--- config.mk ---
export PLATFORM = sky130hd
export DESIGN_NAME = axi4_mem_master
export DESIGN_NICKNAME = d
export VERILOG_FILES = /design/src/rtl/axi4_mem_master.sv
export SDC_FILE = /design/constraint.sdc
export NUM_CORES = 1
export LEC_CHECK = 0
export BUFFER_PORTS_ARGS = -buffer_cell sky130_fd_sc_hd__buf_4
export CELL_PAD_IN_SITES_DETAIL_PLACEMENT = 2
export CELL_PAD_IN_SITES_GLOBAL_PLACEMENT = 2
export CORE_MARGIN = 10
export CORE_UTILIZATION = 19
export CTS_BUF_LIST = sky130_fd_sc_hd__clkbuf_2
export DETAILED_ROUTE_END_ITERATION = 10
export GPL_ROUTABILITY_DRIVEN = 0
export PLACE_DENSITY_LB_ADDON = 0.12
export SETUP_SLACK_MARGIN = 0.1
export SLEW_MARGIN = 40
export SYNTH_ARGS = -nofsm -noshare
export SYNTH_HDL_FRONTEND = slang
export SYNTH_SLANG_ARGS = --single-unit
--- constraint.sdc ---
create_clock -name aclk -period 2.1 [get_ports aclk]
set_input_delay 0.21 -clock aclk [delete_from_list [all_inputs] [get_ports aclk]]
set_output_delay 0.21 -clock aclk [all_outputs]
set_load 0.01 [all_outputs]
--- src/rtl/axi4_mem_master.sv ---
`default_nettype none
// ============================================================================
// Module   : axi4_mem_master
// Purpose  : Converts simple burst requests (read or write, 1..256 beats of
//            64 bits) into single AXI4 INCR bursts and returns one response
//            beat per read beat, or one completion beat per write burst.
// Ports    : aclk/aresetn       - clock, synchronous active-low reset
//            req_*              - request channel (valid/ready, write, addr, len)
//            wd_*               - write-data source (valid/ready, data, strb)
//            rsp_*              - response pulses (valid, data, last, err)
//            ar*/r*/aw*/w*/b*   - AXI4 master channels
// Revision : 1.0 - initial release
// ============================================================================
module axi4_mem_master #(
  parameter logic [3:0] AXI_ID = 4'd0
) (
  input  logic        aclk,
  input  logic        aresetn,
  // request channel
  input  logic        req_valid,
  output logic        req_ready,
  input  logic        req_write,
  input  logic [31:0] req_addr,
  input  logic [7:0]  req_len,
  // write-data source
  input  logic        wd_valid,
  output logic        wd_ready,
  input  logic [63:0] wd_data,
  input  logic [7:0]  wd_strb,
  // response channel
  output logic        rsp_valid,
  output logic [63:0] rsp_data,
  output logic        rsp_last,
  output logic        rsp_err,
  // AXI read address
  output logic [3:0]  arid,
  output logic [31:0] araddr,
  output logic [7:0]  arlen,
  output logic [2:0]  arsize,
  output logic [1:0]  arburst,
  output logic [1:0]  arlock,
  output logic [3:0]  arcache,
  output logic [2:0]  arprot,
  output logic        arvalid,
  input  logic        arready,
  // AXI read data
  input  logic [3:0]  rid,
  input  logic [63:0] rdata,
  input  logic [1:0]  rresp,
  input  logic        rlast,
  input  logic        rvalid,
  output logic        rready,
  // AXI write address
  output logic [3:0]  awid,
  output logic [31:0] awaddr,
  output logic [7:0]  awlen,
  output logic [2:0]  awsize,
  output logic [1:0]  awburst,
  output logic [1:0]  awlock,
  output logic [3:0]  awcache,
  output logic [2:0]  awprot,
  output logic        awvalid,
  input  logic        awready,
  // AXI write data
  output logic [3:0]  wid,
  output logic [63:0] wdata,
  output logic [7:0]  wstrb,
  output logic        wlast,
  output logic        wvalid,
  input  logic        wready,
  // AXI write response
  input  logic [3:0]  bid,
  input  logic [1:0]  bresp,
  input  logic        bvalid,
  output logic        bready
);

  localparam logic [2:0] S_IDLE = 3'd0;
  localparam logic [2:0] S_AR   = 3'd1;
  localparam logic [2:0] S_R    = 3'd2;
  localparam logic [2:0] S_AW   = 3'd3;
  localparam logic [2:0] S_W    = 3'd4;
  localparam logic [2:0] S_B    = 3'd5;

  logic [2:0]  state_q,     state_d;
  logic [7:0]  cnt_q,       cnt_d;
  logic [31:0] addr_q,      addr_d;
  logic [7:0]  len_q,       len_d;
  logic        rsp_valid_q, rsp_valid_d;
  logic [63:0] rsp_data_q,  rsp_data_d;
  logic        rsp_last_q,  rsp_last_d;
  logic        rsp_err_q,   rsp_err_d;

  // The counter compares against len instead of counting down, so len=255
  // reaches 255 without ever wrapping and gives exactly 256 beats.
  logic last_beat;
  assign last_beat = (cnt_q == len_q);

  // IDs and the low response bit carry no information for this master.
  logic unused_inputs;
  assign unused_inputs = ^{rid, bid, rresp[0], bresp[0]};

  // --------------------------------------------------------------------------
  // State register
  // --------------------------------------------------------------------------
  always_ff @(posedge aclk) begin
    if (!aresetn) begin
      state_q     <= S_IDLE;
      cnt_q       <= 8'd0;
      addr_q      <= 32'd0;
      len_q       <= 8'd0;
      rsp_valid_q <= 1'b0;
      rsp_data_q  <= 64'd0;
      rsp_last_q  <= 1'b0;
      rsp_err_q   <= 1'b0;
    end else begin
      state_q     <= state_d;
      cnt_q       <= cnt_d;
      addr_q      <= addr_d;
      len_q       <= len_d;
      rsp_valid_q <= rsp_valid_d;
      rsp_data_q  <= rsp_data_d;
      rsp_last_q  <= rsp_last_d;
      rsp_err_q   <= rsp_err_d;
    end
  end

  // --------------------------------------------------------------------------
  // Next-state logic
  // --------------------------------------------------------------------------
  always_comb begin
    state_d     = state_q;
    cnt_d       = cnt_q;
    addr_d      = addr_q;
    len_d       = len_q;
    rsp_valid_d = 1'b0;
    rsp_data_d  = 64'd0;
    rsp_last_d  = 1'b0;
    rsp_err_d   = 1'b0;
    case (state_q)
      S_IDLE: begin
        if (req_valid && req_ready) begin
          addr_d  = req_addr;
          len_d   = req_len;
          cnt_d   = 8'd0;
          state_d = req_write ? S_AW : S_AR;
        end
      end
      S_AR: begin
        if (arready) state_d = S_R;
      end
      S_R: begin
        if (rvalid) begin
          rsp_valid_d = 1'b1;
          rsp_data_d  = rdata;
          rsp_last_d  = last_beat;
          // A slave whose rlast disagrees with the beat count is reported as
          // an error; the burst still runs to the requested length.
          rsp_err_d   = rresp[1] | (rlast != last_beat);
          if (last_beat) state_d = S_IDLE;
          else           cnt_d   = cnt_q + 8'd1;
        end
      end
      S_AW: begin
        if (awready) state_d = S_W;
      end
      S_W: begin
        if (wd_valid && wready) begin
          if (last_beat) state_d = S_B;
          else           cnt_d   = cnt_q + 8'd1;
        end
      end
      S_B: begin
        if (bvalid) begin
          rsp_valid_d = 1'b1;
          rsp_last_d  = 1'b1;
          rsp_err_d   = bresp[1];
          state_d     = S_IDLE;
        end
      end
      default: state_d = S_IDLE;
    endcase
  end

  // --------------------------------------------------------------------------
  // Output logic
  // --------------------------------------------------------------------------
  always_comb begin
    // Gated with aresetn so the request port reads as busy while reset is held.
    req_ready = (state_q == S_IDLE) && aresetn;
    arvalid   = (state_q == S_AR);
    awvalid   = (state_q == S_AW);
    rready    = (state_q == S_R);
    bready    = (state_q == S_B);
    wvalid    = 1'b0;
    wd_ready  = 1'b0;
    if (state_q == S_W) begin
      wvalid   = wd_valid;
      wd_ready = wready;
    end
  end

  assign arid    = AXI_ID;
  assign araddr  = addr_q;
  assign arlen   = len_q;
  assign arsize  = 3'b011;
  assign arburst = 2'b01;
  assign arlock  = 2'b00;
  assign arcache = 4'b0000;
  assign arprot  = 3'b000;

  assign awid    = AXI_ID;
  assign awaddr  = addr_q;
  assign awlen   = len_q;
  assign awsize  = 3'b011;
  assign awburst = 2'b01;
  assign awlock  = 2'b00;
  assign awcache = 4'b0000;
  assign awprot  = 3'b000;

  assign wid     = AXI_ID;
  assign wdata   = wd_data;
  assign wstrb   = wd_strb;
  assign wlast   = last_beat;

  assign rsp_valid = rsp_valid_q;
  assign rsp_data  = rsp_data_q;
  assign rsp_last  = rsp_last_q;
  assign rsp_err   = rsp_err_q;

endmodule
`default_nettype wire

# Yosys cells after proc, flatten, opt, wreduce, memory -nomap -nowiden
# Index checks and enable logic that the tools add are counted.
# classes
mux	25
bitwise	1
eq_ne	15
n_addsub	1
n_reduce_logical	9
# op_table
cell	count
$mux W8	4
$mux W3	8
$pmux W8 S3	1
$pmux W3 S6	1
$ne A2 B2 Y1 const B	5
$add A8 B1 Y8 const B	1
$eq A8 B8 Y1	1
$reduce_and A8 Y1	1
$mux W1	7
$eq A3 B2 Y1 const B	2
$eq A3 B3 Y1 const B	2
$ne A2 B1 Y1 const B	3
$pmux W1 S2	3
$reduce_and A4 Y1	1
$eq A3 B1 Y1 const B	1
$logic_and A1 B1 Y1	3
$logic_not A3 Y1	1
$reduce_and A3 Y1	1
$reduce_bool A3 Y1	1
$mux W2	1
$reduce_and A2 Y1	1
$ne A1 B1 Y1	1
$or A1 B1 Y1	1
# totals
reg_bits	118
output_inout_bits	267

# Depth between registers and ports, before layout
# depth
word_depth	5
ltp_mapped	7
depth_no_buf	6

# Worst setup path before layout
# Ideal clock, no wire load.
# synth_timing
kind	register to register
from	reg state_q[0]
to	reg state_q[0]
slack_ns	0.386
synth_period_minus_slack_ns	1.714
t_required_ns	2.042
setup_ns	0.058
arrival_time_ns	1.655
stages_incl_launch_ff	8
path_cell_list	dfxtp_1 -> buf_2 -> nor4b_2 -> and2_1 -> buf_2 -> a31oi_1 -> a2111oi_0 -> o21a_1
# synth_via
elab_chain_len	5
# synth_rtl
item	line	source
start, declared	85	logic [2:0] state_q, state_d;
start signal, assigned	117	state_q <= state_d;
$logic_not A3 Y1	190	req_ready = (state_q == S_IDLE) && aresetn;
$logic_and A1 B1 Y1	190	
net req_ready	21	output logic req_ready,
$logic_and A1 B1 Y1	142	if (req_valid && req_ready) begin
$ne A2 B2 Y1 (no source line)	n/a	
$reduce_and A8 Y1 (no source line)	n/a	
# The timed path passes the listed nets, and every way through them passes these cells.
# A chain may end at the register's enable or synchronous reset.

# Worst setup path after layout
# layout_timing
from	reg cnt_q[5]
to	out wlast
# layout_via
elab_chain_len	1
# layout_rtl
item	line	source
start, declared	86	logic [7:0] cnt_q, cnt_d;
start signal, assigned	118	cnt_q <= cnt_d;
$eq A8 B8 Y1	97	assign last_beat = (cnt_q == len_q);
end, declared	68	output logic wlast,
# No other way between the ends.

==> impl_metrics.toml <==
[power]
p_seq_frac = 0.443
p_int_uw = 3770
pwr_density_cell_nw_per_um2 = 684
swShare = 0.344
ir_drop_mv = 0.259
clockPowerShare = 0.271
p_leak_uw = 0.00384
p_switching_uw = 1980
p_comb_frac = 0.287

[clock_network]
clockBufferDepth = 2
htree_levels = 4
cts_made_buffers = 17
clock_sinks = 118
cts_root_buffer = "clkbuf_2"
clk_pin_slew_worst_paths_ps = 230
tritoncts = "built"
insertion_delay_ps = 720

[worst_setup_path]
worstPathMaxFanout = 2
worstPathRequired_ps = 1890
critPathBufInv = 2
cp-start-kind = "register"
cp_slowest_cell = "dfxtp_4"
path_cells = "xnor2_2 > nand4_1 > or2_4 > clkinvlp_4 > buf_6"
cpPeakStageDelay_ps = 400
worstSetupEndpointType = "output port"
crit_family = "simple AND/OR/NAND/NOR gates"
crit_arrival_ps = 1930
crit_type = "register to output port"

[timing]
max_slew_margin = 0.656
worstMarginPinSlew_ps = 515
fmax_mhz = 467
period_share = 1.02
finClkSkew_ps = 52.6
setup_viol = 1
fin_crit_ps = 2140
grt_setup_unrepaired = "yes"
hold_viol = 0
finalMaxSlewViolations = 0
fin_ws_ps = -42.6

[routing]
viasPerCell = 3.91
wl_met3_mm = 3.09
ant_nets = 0
met2WireLength_mm = 10.8
drtIter0Drc = 137
drc = 0
drtPass1Iterations = 4
drt-total-wl_mm = 22.5
routedWlPerCell_um = 18.2
vias = 4842
drt-met1-wl_mm = 8.25
top_layer = "met4"

[floorplanning]
die_h_um = 185
fp.dieW_um = 185
ios = 466
dieArea_um2 = 34400
start_util = 0.193
row_count = 60
core-area_um2 = 27000

[min_path]
worstHoldPathType = "primary input to register"

[global_routing]
antenna_found_initial = 2
grt_usage = 0.125
grt_start_max_net_pins = 65
grt_pass1_wl_mm = 33.0
grt_overflow = 0
grt_pass1_vias = 5532

[logic_synthesis]
yosysTopAreaCell = "dfxtp_1"
synth_area_leaders = "dfxtp_1, buf_4, and2_1, nand2_1, o21ai_0"
synth_xor_area_frac = 0.0152
synth_top_family_by_area = "buffers and inverters"
synthDistinctLibCells = 43
synth_flop_cell = "dfxtp_1"
syn_inst = 580
synth-simple-area-share = 0.184
ys_warn_count = 0
synthAdderAreaFrac = 0.00241
netlist.area_leader.share = 0.454
synth_edf_count = 0
avgSynthCellArea_um2 = 8.97
synth_area_um2 = 5200
synth-async-reset-ratio = 0
synth_mux_area_frac = 0.00625
synth_compound_area_frac = 0.0911
ys_ff_latch = 118
seq_area_frac_synth = 0.454

[cells_and_area]
final_area_um2 = 8400
drive_gt1_frac = 0.425
fillerInstances = 2988
nets = 1081
stdcell_count = 1237
finish.utilization = 0.312
syn_to_final_growth_pct = 61.5

[placed_design]
numPortBuffers = 271
place_area_um2 = 6650
dp_hpwl_mm = 16.7
place_inst = 1065
dp_slack_ps = 96.5

[run_status]
status = "complete, but fails checks"
failed_checks = "negative setup slack"

[job]
maxCapViolations = 0
==> power groups by stage <==
stage                     sequential (µW)  combinational [µW]  clock (µW)
after detailed placement             2600                1290           0
after CTS                            2550                1590        1680
after floorplan                      2620                 828           0
after global routing                 2580                1810        1770
final                                2550                1650        1560
after global placement               2590                1270           0
==> final timing paths <==
kind              slack [ps]                       to  depth (start not counted)               startpoint
hold reg to reg          490    cnt_q[3]$_SDFFE_PN0P_                          1    cnt_q[3]$_SDFFE_PN0P_
setup reg to reg         170    cnt_q[4]$_SDFFE_PN0P_                          8  state_q[1]$_SDFFE_PN0P_
setup / recovery         -40                    wlast                          5    cnt_q[5]$_SDFFE_PN0P_
hold / removal           110  state_q[0]$_SDFFE_PN0P_                          5                  arready
==> through the flow <==
| stage | power (µW) | setup TNS [ps] | hold slack [ps] |
|---|---|---|---|
| after detailed placement | 3890 | 0 | 416 |
| after CTS | 5820 | -144 | 20.8 |
| final | 5750 | -42.6 | 106 |
| after global routing | 6150 | -234 | 42.2 |
| after global placement | 3860 | 0 | 405 |
| after floorplan | 3440 | 0 | 319 |
==> flip-flops by register name, summed over array words and instances (netlist names) <==
register,cells
araddr,32
arlen,8
cnt_q,8
rsp_data,64
rsp_err,1
rsp_last,1
rsp_valid,1
state_q,3
==> cells by family (layout without fill, tap and decap cells) <==
group           after synthesis  after routing
compound gates               75             75
xor+xnor                      9              9
fa+ha+maj                     1              1
buf+inv                     182            458
flops                       118            118
mux                           3              3
other cells                   2             42
simple gates                190            190
==> cells in the mapped netlist (4+ instances only) <==
| library cell | n |
|---|---|
| inv_1 | 6 |
| nor2_1 | 10 |
| nand2_1 | 91 |
| a31oi_1 | 7 |
| dfxtp_1 | 118 |
| buf_4 | 153 |
| clkbuf_1 | 18 |
| xnor2_1 | 9 |
| o21ai_0 | 44 |
| nand3_1 | 4 |
| a21oi_1 | 5 |
| and2_1 | 67 |
==> cells in the final DEF, fill, tap and decap left out, drive strengths merged, types with 11 or more instances in the layout <==
cell type    instances
nor2                11
dfxtp              118
nand2               92
and2                67
buf                304
conb                40
o21ai               44
inv                 12
clkbuf              18
dlygate4sd3        116
==> metal layers <==
layer	vias to the layer above	GRT usage
li1	2270	-
met1	2290	0.125
met2	241	0.208
met3	41	0.0776
met4	0	0.0419
met5	-	0
==> final cells by class <==
class	count	area, µm²	share of cell area
Antenna cell	2	5.00	0.000596
Multi-Input combinational cell	318	1830	0.217
Timing Repair Buffer	420	3470	0.413
Clock buffer	18	90.1	0.0107
Clock inverter	14	140	0.0167
Inverter	6	30.0	0.00357
Tap cell	341	427	0.0508
Sequential cell	118	2410	0.287
==> worst min-delay path, delay by kind of cell <==
family,cells,cell delay (ps)
and+or+nand+nor,1,50
AOI/OAI and AO/OA,2,290
muxes,1,140
buffers and inverters,1,80
==> repair_timing <==
item | in CTS | in global routing
hold buffers | 116 | 0
buffers inserted | 14 | 8
resized for setup | 41 | 21
endpoints found under the setup margin | 10 | 13
pin swaps | 7 | 7
endpoints found under the hold margin | 115 | 0
No activity file was read; power rests on OpenSTA's default activity.
